<file path="src/rtl/execute_stage_v2_pkg.sv">
// Shared types for the RV32 execute stage: ALU ops, branch conditions,
// forwarding selects, multiplier states and the ID/EX control payload.
package exec_pkg;

   typedef enum logic [3:0] {
      ALU_ADD  = 4'd0,
      ALU_SUB  = 4'd1,
      ALU_AND  = 4'd2,
      ALU_OR   = 4'd3,
      ALU_XOR  = 4'd4,
      ALU_SLT  = 4'd5,
      ALU_SLTU = 4'd6,
      ALU_SLL  = 4'd7,
      ALU_SRL  = 4'd8,
      ALU_SRA  = 4'd9,
      ALU_LUI  = 4'd10
   } alu_op_t;

   localparam logic [2:0] F3_BEQ  = 3'b000;
   localparam logic [2:0] F3_BNE  = 3'b001;
   localparam logic [2:0] F3_BLT  = 3'b100;
   localparam logic [2:0] F3_BGE  = 3'b101;
   localparam logic [2:0] F3_BLTU = 3'b110;
   localparam logic [2:0] F3_BGEU = 3'b111;

   typedef enum logic [1:0] {
      FWD_RF     = 2'b00,
      FWD_W      = 2'b01,
      FWD_M      = 2'b10,
      FWD_RF_ALT = 2'b11
   } fwd_sel_t;

   typedef enum logic [1:0] {
      MUL_IDLE = 2'd0,
      MUL_BUSY = 2'd1,
      MUL_DONE = 2'd2
   } mul_state_t;

   typedef struct packed {
      logic       reg_write;
      logic       mem_write;
      logic       jump;
      logic       branch;
      logic       jalr;
      logic       alu_src;
      logic       mul;
      logic [1:0] result_src;
      alu_op_t    alu_op;
      logic [2:0] funct3;
   } ex_ctrl_t;

endpackage

</file>
<file path="src/rtl/execute_stage_v2_mul_iter.sv">
// Iterative shift-add multiplier returning the low WIDTH bits of a*b.
// Busy from start until DONE; DONE lasts one cycle then returns to IDLE.
module mul_iter
   import exec_pkg::*;
#(
   parameter int unsigned WIDTH = 32
) (
   input  logic             clk,
   input  logic             rst_n,
   input  logic             start_i,
   input  logic             flush_i,
   input  logic [WIDTH-1:0] a_i,
   input  logic [WIDTH-1:0] b_i,
   output logic             busy_o,
   output logic             done_o,
   output logic [WIDTH-1:0] product_o
);

   localparam int unsigned CW = $clog2(WIDTH);

   mul_state_t       state_q, state_d;
   logic [WIDTH-1:0] mcand_q, mcand_d;
   logic [WIDTH-1:0] mplier_q, mplier_d;
   logic [WIDTH-1:0] acc_q, acc_d;
   logic [CW-1:0]    cnt_q, cnt_d;
   logic [CW-1:0]    cnt_inc;
   logic             launch;

   assign launch  = (state_q == MUL_IDLE) && start_i && !flush_i;
   assign cnt_inc = cnt_q + CW'(1);

   always_ff @(posedge clk or negedge rst_n) begin
      if (!rst_n) state_q <= MUL_IDLE;
      else        state_q <= state_d;
   end

   always_comb begin
      state_d = state_q;
      if (flush_i) begin
         state_d = MUL_IDLE;
      end else begin
         case (state_q)
            MUL_IDLE: if (start_i) state_d = MUL_BUSY;
            MUL_BUSY: if (cnt_inc == CW'(WIDTH-1)) state_d = MUL_DONE;
            MUL_DONE: state_d = MUL_IDLE;
            default:  state_d = MUL_IDLE;
         endcase
      end
   end

   always_comb begin
      busy_o    = (state_q != MUL_DONE);
      done_o    = (state_q == MUL_DONE);
      product_o = acc_q;
   end

   // The launch cycle folds in b[0] so WIDTH-1 BUSY steps cover bits 1..WIDTH-1.
   always_comb begin
      mcand_d  = mcand_q;
      mplier_d = mplier_q;
      acc_d    = acc_q;
      cnt_d    = cnt_q;
      if (launch) begin
         mcand_d  = a_i << 1;
         mplier_d = b_i >> 1;
         acc_d    = b_i[0] ? a_i : '0;
         cnt_d    = '0;
      end else if (state_q == MUL_BUSY) begin
         acc_d    = acc_q + (mplier_q[0] ? mcand_q : '0);
         mcand_d  = mcand_q << 1;
         mplier_d = mplier_q >> 1;
         cnt_d    = cnt_inc;
      end
   end

   always_ff @(posedge clk or negedge rst_n) begin
      if (!rst_n) begin
         mcand_q  <= '0;
         mplier_q <= '0;
         acc_q    <= '0;
         cnt_q    <= '0;
      end else begin
         mcand_q  <= mcand_d;
         mplier_q <= mplier_d;
         acc_q    <= acc_d;
         cnt_q    <= cnt_d;
      end
   end

endmodule

</file>
<file path="src/rtl/execute_stage_v2.sv">
// RV32 execute stage: ID/EX register, operand forwarding, ALU, branch/jump
// resolution and an optional iterative multiplier that holds E while busy.
module execute_stage_v2
   import exec_pkg::*;
#(
   parameter int unsigned WIDTH  = 32,
   parameter int unsigned REG_AW = 5,
   parameter bit          MUL_EN = 1'b1
) (
   input  logic              clk,
   input  logic              rst_n,
   input  logic              StallE,
   input  logic              FlushE,
   input  logic [WIDTH-1:0]  RD1D,
   input  logic [WIDTH-1:0]  RD2D,
   input  logic [WIDTH-1:0]  PCD,
   input  logic [WIDTH-1:0]  ImmExtD,
   input  logic [WIDTH-1:0]  PCPlus4D,
   input  logic [REG_AW-1:0] Rs1D,
   input  logic [REG_AW-1:0] Rs2D,
   input  logic [REG_AW-1:0] RdD,
   input  logic              RegWriteD,
   input  logic              MemWriteD,
   input  logic              JumpD,
   input  logic              BranchD,
   input  logic              JalrD,
   input  logic              ALUSrcD,
   input  logic              MulD,
   input  logic [1:0]        ResultSrcD,
   input  logic [3:0]        ALUControlD,
   input  logic [2:0]        Funct3D,
   input  logic [1:0]        ForwardAE,
   input  logic [1:0]        ForwardBE,
   input  logic [WIDTH-1:0]  ALUResultM,
   input  logic [WIDTH-1:0]  ResultW,
   output logic              RegWriteE,
   output logic              MemWriteE,
   output logic [1:0]        ResultSrcE,
   output logic [REG_AW-1:0] RdE,
   output logic [REG_AW-1:0] Rs1E,
   output logic [REG_AW-1:0] Rs2E,
   output logic [WIDTH-1:0]  ALUResultE,
   output logic [WIDTH-1:0]  WriteDataE,
   output logic [WIDTH-1:0]  PCPlus4E,
   output logic [WIDTH-1:0]  PCTargetE,
   output logic              PCSrcE,
   output logic              MulBusyE
);

   localparam int unsigned SHW = $clog2(WIDTH);

   ex_ctrl_t          ctrl_q, ctrl_d;
   logic [WIDTH-1:0]  rd1_q, rd1_d, rd2_q, rd2_d, pc_q, pc_d;
   logic [WIDTH-1:0]  imm_q, imm_d, pcp4_q, pcp4_d;
   logic [REG_AW-1:0] rs1_q, rs1_d, rs2_q, rs2_d, rd_q, rd_d;

   logic [WIDTH-1:0]  fwd_a, fwd_b, src_b, sum, alu_res;
   logic [SHW-1:0]    shamt;
   logic              taken, mul_e, mul_busy, mul_done;
   logic [WIDTH-1:0]  mul_prod;

   // ID/EX next state: flush beats stall; a busy multiply holds like a stall.
   always_comb begin
      ctrl_d = ctrl_q;
      rd1_d  = rd1_q;
      rd2_d  = rd2_q;
      pc_d   = pc_q;
      imm_d  = imm_q;
      pcp4_d = pcp4_q;
      rs1_d  = rs1_q;
      rs2_d  = rs2_q;
      rd_d   = rd_q;
      if (FlushE) begin
         ctrl_d = '0;
         rd1_d  = '0;
         rd2_d  = '0;
         pc_d   = '0;
         imm_d  = '0;
         pcp4_d = '0;
         rs1_d  = '0;
         rs2_d  = '0;
         rd_d   = '0;
      end else if (!(StallE || MulBusyE)) begin
         ctrl_d = '{reg_write:  RegWriteD,
                    mem_write:  MemWriteD,
                    jump:       JumpD,
                    branch:     BranchD,
                    jalr:       JalrD,
                    alu_src:    ALUSrcD,
                    mul:        MulD,
                    result_src: ResultSrcD,
                    alu_op:     alu_op_t'(ALUControlD),
                    funct3:     Funct3D};
         rd1_d  = RD1D;
         rd2_d  = RD2D;
         pc_d   = PCD;
         imm_d  = ImmExtD;
         pcp4_d = PCPlus4D;
         rs1_d  = Rs1D;
         rs2_d  = Rs2D;
         rd_d   = RdD;
      end
   end

   always_ff @(posedge clk or negedge rst_n) begin
      if (!rst_n) begin
         ctrl_q <= '0;
         rd1_q  <= '0;
         rd2_q  <= '0;
         pc_q   <= '0;
         imm_q  <= '0;
         pcp4_q <= '0;
         rs1_q  <= '0;
         rs2_q  <= '0;
         rd_q   <= '0;
      end else begin
         ctrl_q <= ctrl_d;
         rd1_q  <= rd1_d;
         rd2_q  <= rd2_d;
         pc_q   <= pc_d;
         imm_q  <= imm_d;
         pcp4_q <= pcp4_d;
         rs1_q  <= rs1_d;
         rs2_q  <= rs2_d;
         rd_q   <= rd_d;
      end
   end

   always_comb begin
      case (fwd_sel_t'(ForwardAE))
         FWD_W:   fwd_a = ResultW;
         FWD_M:   fwd_a = ALUResultM;
         default: fwd_a = rd1_q;
      endcase
      case (fwd_sel_t'(ForwardBE))
         FWD_W:   fwd_b = ResultW;
         FWD_M:   fwd_b = ALUResultM;
         default: fwd_b = rd2_q;
      endcase
   end

   assign src_b = ctrl_q.alu_src ? imm_q : fwd_b;
   assign sum   = fwd_a + src_b;
   assign shamt = src_b[SHW-1:0];

   always_comb begin
      alu_res = '0;
      case (ctrl_q.alu_op)
         ALU_ADD:  alu_res = sum;
         ALU_SUB:  alu_res = fwd_a - src_b;
         ALU_AND:  alu_res = fwd_a & src_b;
         ALU_OR:   alu_res = fwd_a | src_b;
         ALU_XOR:  alu_res = fwd_a ^ src_b;
         ALU_SLT:  alu_res = {{(WIDTH-1){1'b0}}, ($signed(fwd_a) < $signed(src_b))};
         ALU_SLTU: alu_res = {{(WIDTH-1){1'b0}}, (fwd_a < src_b)};
         ALU_SLL:  alu_res = fwd_a << shamt;
         ALU_SRL:  alu_res = fwd_a >> shamt;
         ALU_SRA:  alu_res = $signed(fwd_a) >>> shamt;
         ALU_LUI:  alu_res = src_b;
         default:  alu_res = '0;
      endcase
   end

   // Branches compare the two register operands, independent of ALUSrc.
   always_comb begin
      taken = 1'b0;
      case (ctrl_q.funct3)
         F3_BEQ:  taken = (fwd_a == fwd_b);
         F3_BNE:  taken = (fwd_a != fwd_b);
         F3_BLT:  taken = ($signed(fwd_a) <  $signed(fwd_b));
         F3_BGE:  taken = ($signed(fwd_a) >= $signed(fwd_b));
         F3_BLTU: taken = (fwd_a <  fwd_b);
         F3_BGEU: taken = (fwd_a >= fwd_b);
         default: taken = 1'b0;
      endcase
   end

   assign mul_e = ctrl_q.mul & MUL_EN;

   generate
      if (MUL_EN) begin : g_mul
         mul_iter #(.WIDTH(WIDTH)) u_mul (
            .clk       (clk),
            .rst_n     (rst_n),
            .start_i   (mul_e),
            .flush_i   (FlushE),
            .a_i       (fwd_a),
            .b_i       (fwd_b),
            .busy_o    (mul_busy),
            .done_o    (mul_done),
            .product_o (mul_prod)
         );
      end else begin : g_no_mul
         assign mul_busy = 1'b0;
         assign mul_done = 1'b0;
         assign mul_prod = '0;
      end
   endgenerate

   assign MulBusyE   = mul_e & mul_busy;
   assign ALUResultE = (mul_e & mul_done) ? mul_prod : alu_res;
   assign WriteDataE = fwd_b;
   assign PCTargetE  = ctrl_q.jalr ? {sum[WIDTH-1:1], 1'b0} : (pc_q + imm_q);
   assign PCSrcE     = (ctrl_q.jump | (ctrl_q.branch & taken)) & ~MulBusyE;
   assign RegWriteE  = ctrl_q.reg_write & ~MulBusyE;
   assign MemWriteE  = ctrl_q.mem_write & ~MulBusyE;
   assign ResultSrcE = ctrl_q.result_src;
   assign RdE        = rd_q;
   assign Rs1E       = rs1_q;
   assign Rs2E       = rs2_q;
   assign PCPlus4E   = pcp4_q;

endmodule

</file>
<file path="config.mk">
export PLATFORM = sky130hd
export DESIGN_NAME = execute_stage_v2
export DESIGN_NICKNAME = d
export VERILOG_FILES = /design/src/rtl/execute_stage_v2_pkg.sv /design/src/rtl/execute_stage_v2_mul_iter.sv /design/src/rtl/execute_stage_v2.sv
export SDC_FILE = /design/constraint.sdc
export NUM_CORES = 1
export LEC_CHECK = 0
export BUFFER_PORTS_ARGS = -buffer_cell sky130_fd_sc_hd__buf_4
export CORE_MARGIN = 2
export CORE_UTILIZATION = 40
export DETAILED_ROUTE_END_ITERATION = 16
export PLACE_DENSITY_LB_ADDON = 0.08
export REMOVE_ABC_BUFFERS = 1
export SLEW_MARGIN = 15
export SYNTH_ARGS = -nofsm -noshare
export SYNTH_HDL_FRONTEND = slang
export SYNTH_HIERARCHICAL = 1
export SYNTH_SLANG_ARGS = --single-unit
</file>
<file path="constraint.sdc">
create_clock -name clk -period 24.8 [get_ports clk]
set_input_delay 4.96 -clock clk [delete_from_list [all_inputs] [get_ports clk]]
set_output_delay 4.96 -clock clk [all_outputs]
set_load 0.005 [all_outputs]
</file>
Word-level counts from Yosys, hierarchy flattened
Index checks and enable logic that the tools add are counted.
{"block": "classes", "addsub": 5, "mul": 0, "div_mod_pow": 0, "order_cmp": 6, "n_eq_ne": 28, "shift": 3, "n_mux": 39, "n_bitwise": 11, "n_reduce_logical": 9}
{"operator": "32-bit two-way mux", "count": 21}
{"operator": "32-bit case mux with 11 select lines", "count": 1}
{"operator": "32-bit less-than comparator", "count": 4}
{"operator": "32-bit case mux with 2 select lines", "count": 2}
{"operator": "32-bit adder", "count": 3}
{"operator": "32-bit greater-or-equal comparator", "count": 2}
{"operator": "5-bit two-way mux", "count": 8}
{"operator": "32-bit bitwise AND", "count": 1}
{"operator": "32-bit equality test", "count": 1}
{"operator": "16-bit two-way mux", "count": 2}
{"operator": "32-bit != test", "count": 1}
{"operator": "32-bit OR", "count": 1}
{"operator": "32-bit by 5-bit << shifter with 32-bit output", "count": 1}
{"operator": "32-bit by 5-bit >> shifter with 32-bit output", "count": 1}
{"operator": "32-bit by 5-bit >>> shifter with 32-bit output", "count": 1}
{"operator": "32-bit subtractor", "count": 1}
{"operator": "32-bit bitwise XOR", "count": 1}
{"operator": "4-bit by 3-bit equality test with 1-bit output (second input constant)", "count": 4}
{"operator": "3-bit equality test (second input constant)", "count": 4}
{"operator": "4-bit equality test (second input constant)", "count": 3}
{"operator": "4-bit by 2-bit equality test with 1-bit output (second input constant)", "count": 2}
{"operator": "1-bit bitwise AND", "count": 6}
{"operator": "2-bit by 1-bit equality test with 1-bit output (second input constant)", "count": 3}
{"operator": "2-bit equality test (second input constant)", "count": 3}
{"operator": "other kinds (20)", "count": 24}
{"block": "totals", "ff_bits": 294, "latchBits": 0, "mem_bits_rw": 0, "romBits": 0, "out_inout_bits": 149, "elab_cells": 124, "mem_count": 0}

Longest topological paths before layout
{"block": "logic_depth", "word_depth": 7, "mapped_depth": 22, "depth_no_buf": 17}

By module
Netlist, hierarchy kept.
{"mod": "execute_stage_v2", "n_inst": 1, "cells_per_inst": 2572, "area_each_um2": 20433.3, "seq_area_each_um2": 4779.6}
{"mod": "mul_iter", "n_inst": 1, "cells_per_inst": 742, "area_each_um2": 6366.1, "seq_area_each_um2": 2527.4}

Worst setup path after synthesis
OpenSTA, ideal clock, no wires.
{"block": "synth_timing", "path_kind": "input -> output", "start": "in ForwardBE[0]", "end": "out ALUResultE[30]", "arrival_ns": 9.766, "required_time_ns": 19.840, "path_slack_ns": 10.074, "stages": 22, "cell_sequence": "inv_1 -> ha_1 -> buf_2 -> clkbuf_1 -> nand2_1 -> o21ai_0 -> a21boi_0 -> clkbuf_1 -> clkbuf_1 -> buf_1 -> ha_1 -> buf_6 -> nor2b_4 -> a221oi_1 -> a21o_2 -> a31oi_4 -> a311o_4 -> a211oi_4 -> o31ai_2 -> a221o_1 -> mux2_4 -> a211oi_2"}
{"block": "synth_between", "elab_chain_cells": 6, "word_cells_on_any_way": 14, "cone_classes": "add/sub (2); eq/ne (2); shift (3); mux (4); bitwise (3)"}
{"element": "from (decl)", "line": "execute_stage_v2.sv:33", "source": "input logic [1:0] ForwardBE,"}
{"element": "2-bit equality test or 2-bit by 1-bit equality test with 1-bit output (tied branches)", "line": "execute_stage_v2.sv:135", "source": "case (fwd_sel_t'(ForwardBE))"}
{"element": "32-bit case mux with 2 select lines *", "line": "execute_stage_v2.sv:135"}
{"element": "net WriteDataE[4]", "line": "execute_stage_v2.sv:43", "source": "output logic [WIDTH-1:0] WriteDataE,"}
{"element": "32-bit two-way mux *", "line": "execute_stage_v2.sv:142", "source": "assign src_b = ctrl_q.alu_src ? imm_q : fwd_b;"}
{"element": "32-bit subtractor (tied with other cells)", "line": "execute_stage_v2.sv:150", "source": "ALU_SUB: alu_res = fwd_a - src_b;"}
{"element": "32-bit case mux with 11 select lines *", "line": "execute_stage_v2.sv:148", "source": "case (ctrl_q.alu_op)"}
{"element": "32-bit two-way mux *", "line": "execute_stage_v2.sv:201", "source": "assign ALUResultE = (mul_e & mul_done) ? mul_prod : alu_res;"}
{"element": "to (decl)", "line": "execute_stage_v2.sv:42", "source": "output logic [WIDTH-1:0] ALUResultE,"}
Mark *: on every way through the listed nets, which the timed path passes. The rest lies on a longest branch.

Worst setup path in the final report
{"block": "layout_timing", "start": "in ForwardBE[0]", "end": "out ALUResultE[25]"}
{"block": "layout_between", "elab_chain_cells": 6, "word_cells_on_any_way": 14, "cone_classes": "add/sub (2); eq/ne (2); shift (3); mux (4); bitwise (3)"}
{"element": "2-bit equality test or 2-bit by 1-bit equality test with 1-bit output (tied branches)", "line": "execute_stage_v2.sv:135"}
{"element": "32-bit case mux with 2 select lines *", "line": "execute_stage_v2.sv:135"}
{"element": "32-bit two-way mux *", "line": "execute_stage_v2.sv:142"}
{"element": "32-bit subtractor (tied with other cells)", "line": "execute_stage_v2.sv:150"}
{"element": "32-bit case mux with 11 select lines *", "line": "execute_stage_v2.sv:148"}
{"element": "32-bit two-way mux *", "line": "execute_stage_v2.sv:201"}
Every way passes the cells marked *; elsewhere a longest branch is shown, timed or not.

==> impl_metrics.env <==
export IMPL_p_int_w=0.001278
export IMPL_clock_skew_final_ns=0.009753
export IMPL_nNetsFinal=4074
export IMPL_ff_to_ff_path_depth=11
export IMPL_cp_arrival_ns=11.65
export IMPL_ordered_list_of_cells_on_the_worst_path="buf_4 > inv_1 > ha_1 > buf_4 > nor2b_1 > o31a_2 > buf_4 > clkinv_1 > buf_4 > ha_1 > o311ai_0 > a21oi_1 > a221oi_2 > o21ai_1 > a31oi_1 > o41ai_1 > xnor2_1 > a221oi_1 > o21ai_1 > buf_4"
export IMPL_port_buffers=411
export IMPL_cts_sink_count=292
export IMPL_drt_wl_total_um=128500
export IMPL_setup_tns_final_ns=0
export IMPL_initial_antenna_violation_count=4
export IMPL_grt_setup_unrepaired="false"
export IMPL_row_count=94
export IMPL_synth_edff_count=0
export IMPL_cts_root_buf="sky130_fd_sc_hd__clkbuf_16"
export IMPL_power_share_combinational=0.464
export IMPL_numCtsBuffers=36
export IMPL_clock_tree_from_tritoncts="built"
export IMPL_power_per_cell_area_nw_per_um2=69.53
export IMPL_p_sw_frac=0.4264
export IMPL_initial_cell_density_of_the_core=0.4054
export IMPL_synth_flop_cell="sky130_fd_sc_hd__dfrtp_1"
export IMPL_first_global_vias=28050
export IMPL_layout_worst_path_cycle_share=0.6697
export IMPL_final_hold_viol_count=0
export IMPL_layout_cells_most_common_list="sky130_fd_sc_hd__buf_4 (503), sky130_fd_sc_hd__nand2_1 (446), sky130_fd_sc_hd__dfrtp_1 (290)"
export IMPL_filler_cell_count=6395
export IMPL_path_class_of_the_lowest_slack_min_delay_path="flip-flop to flip-flop"
export IMPL_cts_hold_repair_buffers=0
export IMPL_grt_start_max_net_pins=190
export IMPL_cp_end_kind="output port"
export IMPL_numPlacedInstances=4437
export IMPL_post_route_min_period_ns=16.61
export IMPL_coreArea_sq_um=66100
export IMPL_clock_path_buffers=3
export IMPL_reg2reg_slack_ns=20.74
export IMPL_worstPathBufferInverterCount=7
export IMPL_final_common_cell="sky130_fd_sc_hd__buf_4"
export IMPL_post_route_drc_count=0
export IMPL_power_share_clock=0.252
export IMPL_hpwl_dp_um=95860
export IMPL_path_delay_family="compound AO/OA/AOI/OAI gates"
export IMPL_cp_depth=20
export IMPL_ios=412
export IMPL_avgViaCountPerCell=6.427
export IMPL_clock_tree_htree_level_count=2
export IMPL_hold_path_cell_count=2
export IMPL_first_pass_detailed_route_iteration_total=6
export IMPL_power_frac_seq=0.285
export IMPL_final_max_slew_violation_count=0
export IMPL_post_cts_setup_buffers=0
export IMPL_irDropWorstVdd_mv=0.04704
export IMPL_detail_route_antenna_nets=0
export IMPL_die_w_um=262.8
export IMPL_critPathRequiredTime_ns=19.84
export IMPL_postSynthCellCount=3314
export IMPL_switchingPower_w=0.0009501
export IMPL_worst_path_largest_cell_delay_ns=0.76
export IMPL_synth_cell_area_sq_um=26800
export IMPL_leakage_nw=15.06
export IMPL_timing_critical_path_slowest_stage_cell="sky130_fd_sc_hd__a221oi_1"
export IMPL_drive_gt1_frac=0.1848
export IMPL_relSlewSlack=0.1319
export IMPL_grt_remaining_overflow=0
export IMPL_ys_seq_area_frac=0.2727
export IMPL_drt_iter0_markers=3071
export IMPL_yosysWarningCount=6
export IMPL_floorplan_die_area_sq_um=69080
export IMPL_path_clk_slew_ns=0.06
export IMPL_critical_path_most_common_cell="sky130_fd_sc_hd__buf_4"
export IMPL_grt_first_pass_wirelength_um=188200
export IMPL_worst_skew_pair_late_latency_ns=0.57
export IMPL_die_h_um=262.8
export IMPL_grt_total_usage=0.3592
export IMPL_startpoint_type="primary input"
export IMPL_synthesis_area_per_instance_sq_um=8.087
export IMPL_status="complete, no violations"
export IMPL_worst_slew_pin_transition_ns=1.302
export IMPL_cap_viol_max_count=0
export IMPL_gp_congestion=0.9865
export IMPL_drt_wirelength_per_cell_um=28.54
export IMPL_final_instance_count_excl_fill=4504
export IMPL_timing_worst_setup_path_type="primary input to output port"
export IMPL_num_vias=28950
export IMPL_fmaxAchievable_mhz=60.21
export IMPL_path_max_fanout=60
export IMPL_cts_resized=0
export IMPL_timing_final_setup_violations=0
export IMPL_area_growth_synth_to_final_pct=19.58
export IMPL_netlist_cell_type_count=102
export IMPL_post_synthesis_async_set_or_reset_flop_share=1.000
export IMPL_synth_seq_cells=292
## through the flow
| stage | utilization | hold WS (ns) | setup slack, ns | total power (W) | area, sq um |
|---|---|---|---|---|---|
| floorplan | - | 0.4386 | 6.647 | 0.001229 | 25740 |
| global placement | 0.4660 | 0.4580 | 8.602 | 0.001635 | 30800 |
| detailed placement | 0.4660 | 0.4639 | 8.483 | 0.001647 | 30800 |
| CTS | 0.4847 | 0.4783 | 8.480 | 0.002216 | 32040 |
| global route | 0.4847 | 0.5008 | 7.959 | 0.002341 | 32040 |
| finish | 0.4848 | 0.4756 | 8.192 | 0.002228 | 32050 |
## synth_stat cells, types with 22 or more instances
| master | count | area share |
|---|---|---|
| sky130_fd_sc_hd__a221o_1 | 34 | 0.013 |
| sky130_fd_sc_hd__nand4_1 | 22 | 0.0051 |
| sky130_fd_sc_hd__and2_1 | 43 | 0.010 |
| sky130_fd_sc_hd__a31oi_1 | 30 | 0.0070 |
| sky130_fd_sc_hd__o31ai_1 | 23 | 0.0064 |
| sky130_fd_sc_hd__nand2_1 | 446 | 0.062 |
| sky130_fd_sc_hd__ha_1 | 196 | 0.092 |
| sky130_fd_sc_hd__mux2i_1 | 121 | 0.045 |
| sky130_fd_sc_hd__xnor2_1 | 70 | 0.023 |
| sky130_fd_sc_hd__nor2_1 | 168 | 0.024 |
| sky130_fd_sc_hd__a211oi_1 | 40 | 0.011 |
| sky130_fd_sc_hd__nor3_1 | 52 | 0.0097 |
| sky130_fd_sc_hd__clkbuf_1 | 168 | 0.024 |
| sky130_fd_sc_hd__dfrtp_1 | 292 | 0.27 |
| sky130_fd_sc_hd__buf_2 | 30 | 0.0056 |
| sky130_fd_sc_hd__a22o_1 | 197 | 0.064 |
| sky130_fd_sc_hd__a21o_1 | 47 | 0.013 |
| sky130_fd_sc_hd__a221oi_1 | 32 | 0.010 |
| sky130_fd_sc_hd__o21ai_0 | 242 | 0.045 |
| sky130_fd_sc_hd__a21oi_1 | 189 | 0.035 |
| sky130_fd_sc_hd__o211ai_1 | 45 | 0.013 |
| sky130_fd_sc_hd__buf_1 | 31 | 0.0043 |
| sky130_fd_sc_hd__nand3_1 | 60 | 0.011 |
| sky130_fd_sc_hd__a22oi_1 | 135 | 0.038 |
| sky130_fd_sc_hd__o21ai_1 | 37 | 0.0069 |
| sky130_fd_sc_hd__nor2b_1 | 26 | 0.0061 |
| sky130_fd_sc_hd__mux2_2 | 28 | 0.012 |
| sky130_fd_sc_hd__inv_1 | 152 | 0.021 |
| sky130_fd_sc_hd__xor2_1 | 29 | 0.0095 |
| sky130_fd_sc_hd__nand2b_1 | 30 | 0.0070 |
| sky130_fd_sc_hd__o22ai_1 | 22 | 0.0051 |
## state kept, by name (all words and copies together) (netlist names), 13 cells and up
| name | flops |
|---|---|
| g_mul.u_mul/product_o | 32 |
| PCPlus4E | 32 |
| g_mul.u_mul/mplier_q | 31 |
| pc_q | 32 |
| g_mul.u_mul/mcand_q | 31 |
| rd2_q | 32 |
| rd1_q | 32 |
| ctrl_q | 13 |
| imm_q | 32 |
## area by class of cell
type | count | area, sq um | share of cell area
Multi-Input combinational cell | 2613 | 17990 | 0.5615
Clock buffer | 50 | 1055 | 0.03291
Clock inverter | 14 | 177.7 | 0.005544
Tap cell | 864 | 1081 | 0.03373
Timing Repair Buffer | 505 | 3811 | 0.1189
Antenna cell | 3 | 7.507 | 0.0002343
Sequential cell | 292 | 7310 | 0.2281
Inverter | 163 | 611.8 | 0.01909
## power groups by stage
| stage | clock [W] | sequential [W] | combinational [W] |
|---|---|---|---|
| finish | 0.000561 | 0.000634 | 0.00103 |
| global route | 0.000588 | 0.000644 | 0.00111 |
| CTS | 0.000572 | 0.000633 | 0.00101 |
| detailed placement | 0 | 0.000641 | 0.00101 |
| global placement | 0 | 0.000639 | 0.000996 |
| floorplan | 0 | 0.000616 | 0.000613 |
## routing by layer
| layer | GRT usage | share of wire | vias to the layer above |
|---|---|---|---|
| li1 | - | - | 12890 |
| met4 | 0.1636 | 0.051 | 6 |
| met2 | 0.5620 | 0.44 | 1515 |
| met3 | 0.06653 | 0.088 | 274 |
| met1 | 0.4814 | 0.42 | 14270 |
| met5 | 0 | 0.00025 | - |
## tightest hold or removal path, delay by kind of cell, from the launching register on
kind	cells	cell delay (ns)
and+or+nand+nor	2	0.11
DFF	1	0.34
## path summary, 6_finish.rpt
kind	startpoint	end
worst max register to register	g_mul.u_mul/mplier_q[0]	g_mul.u_mul/product_o[23]
worst min-delay path	g_mul.u_mul/mplier_q[9]	g_mul.u_mul/mplier_q[9]
worst min register to register	g_mul.u_mul/mplier_q[9]	g_mul.u_mul/mplier_q[9]
worst max-delay path	ForwardBE[0]	ALUResultE[25]
max in group asynchronous	rst_n	g_mul.u_mul/mplier_q[0]
min in group asynchronous	rst_n	pc_q[25]
## logic make-up (layout without fill, tap and decap cells)
kind of cell / count (synthesis) / in the layout / synth area share
compound gates: 1237 / 1237 / 0.3241
xor+xnor: 99 / 99 / 0.03235
fa+ha+maj: 200 / 200 / 0.09450
buf+inv: 409 / 732 / 0.06219
flops: 292 / 292 / 0.2727
mux: 152 / 152 / 0.05892
other cells: 0 / 3 / 0
simple gates: 925 / 925 / 0.1553
Power figures use the tool's default switching activity.
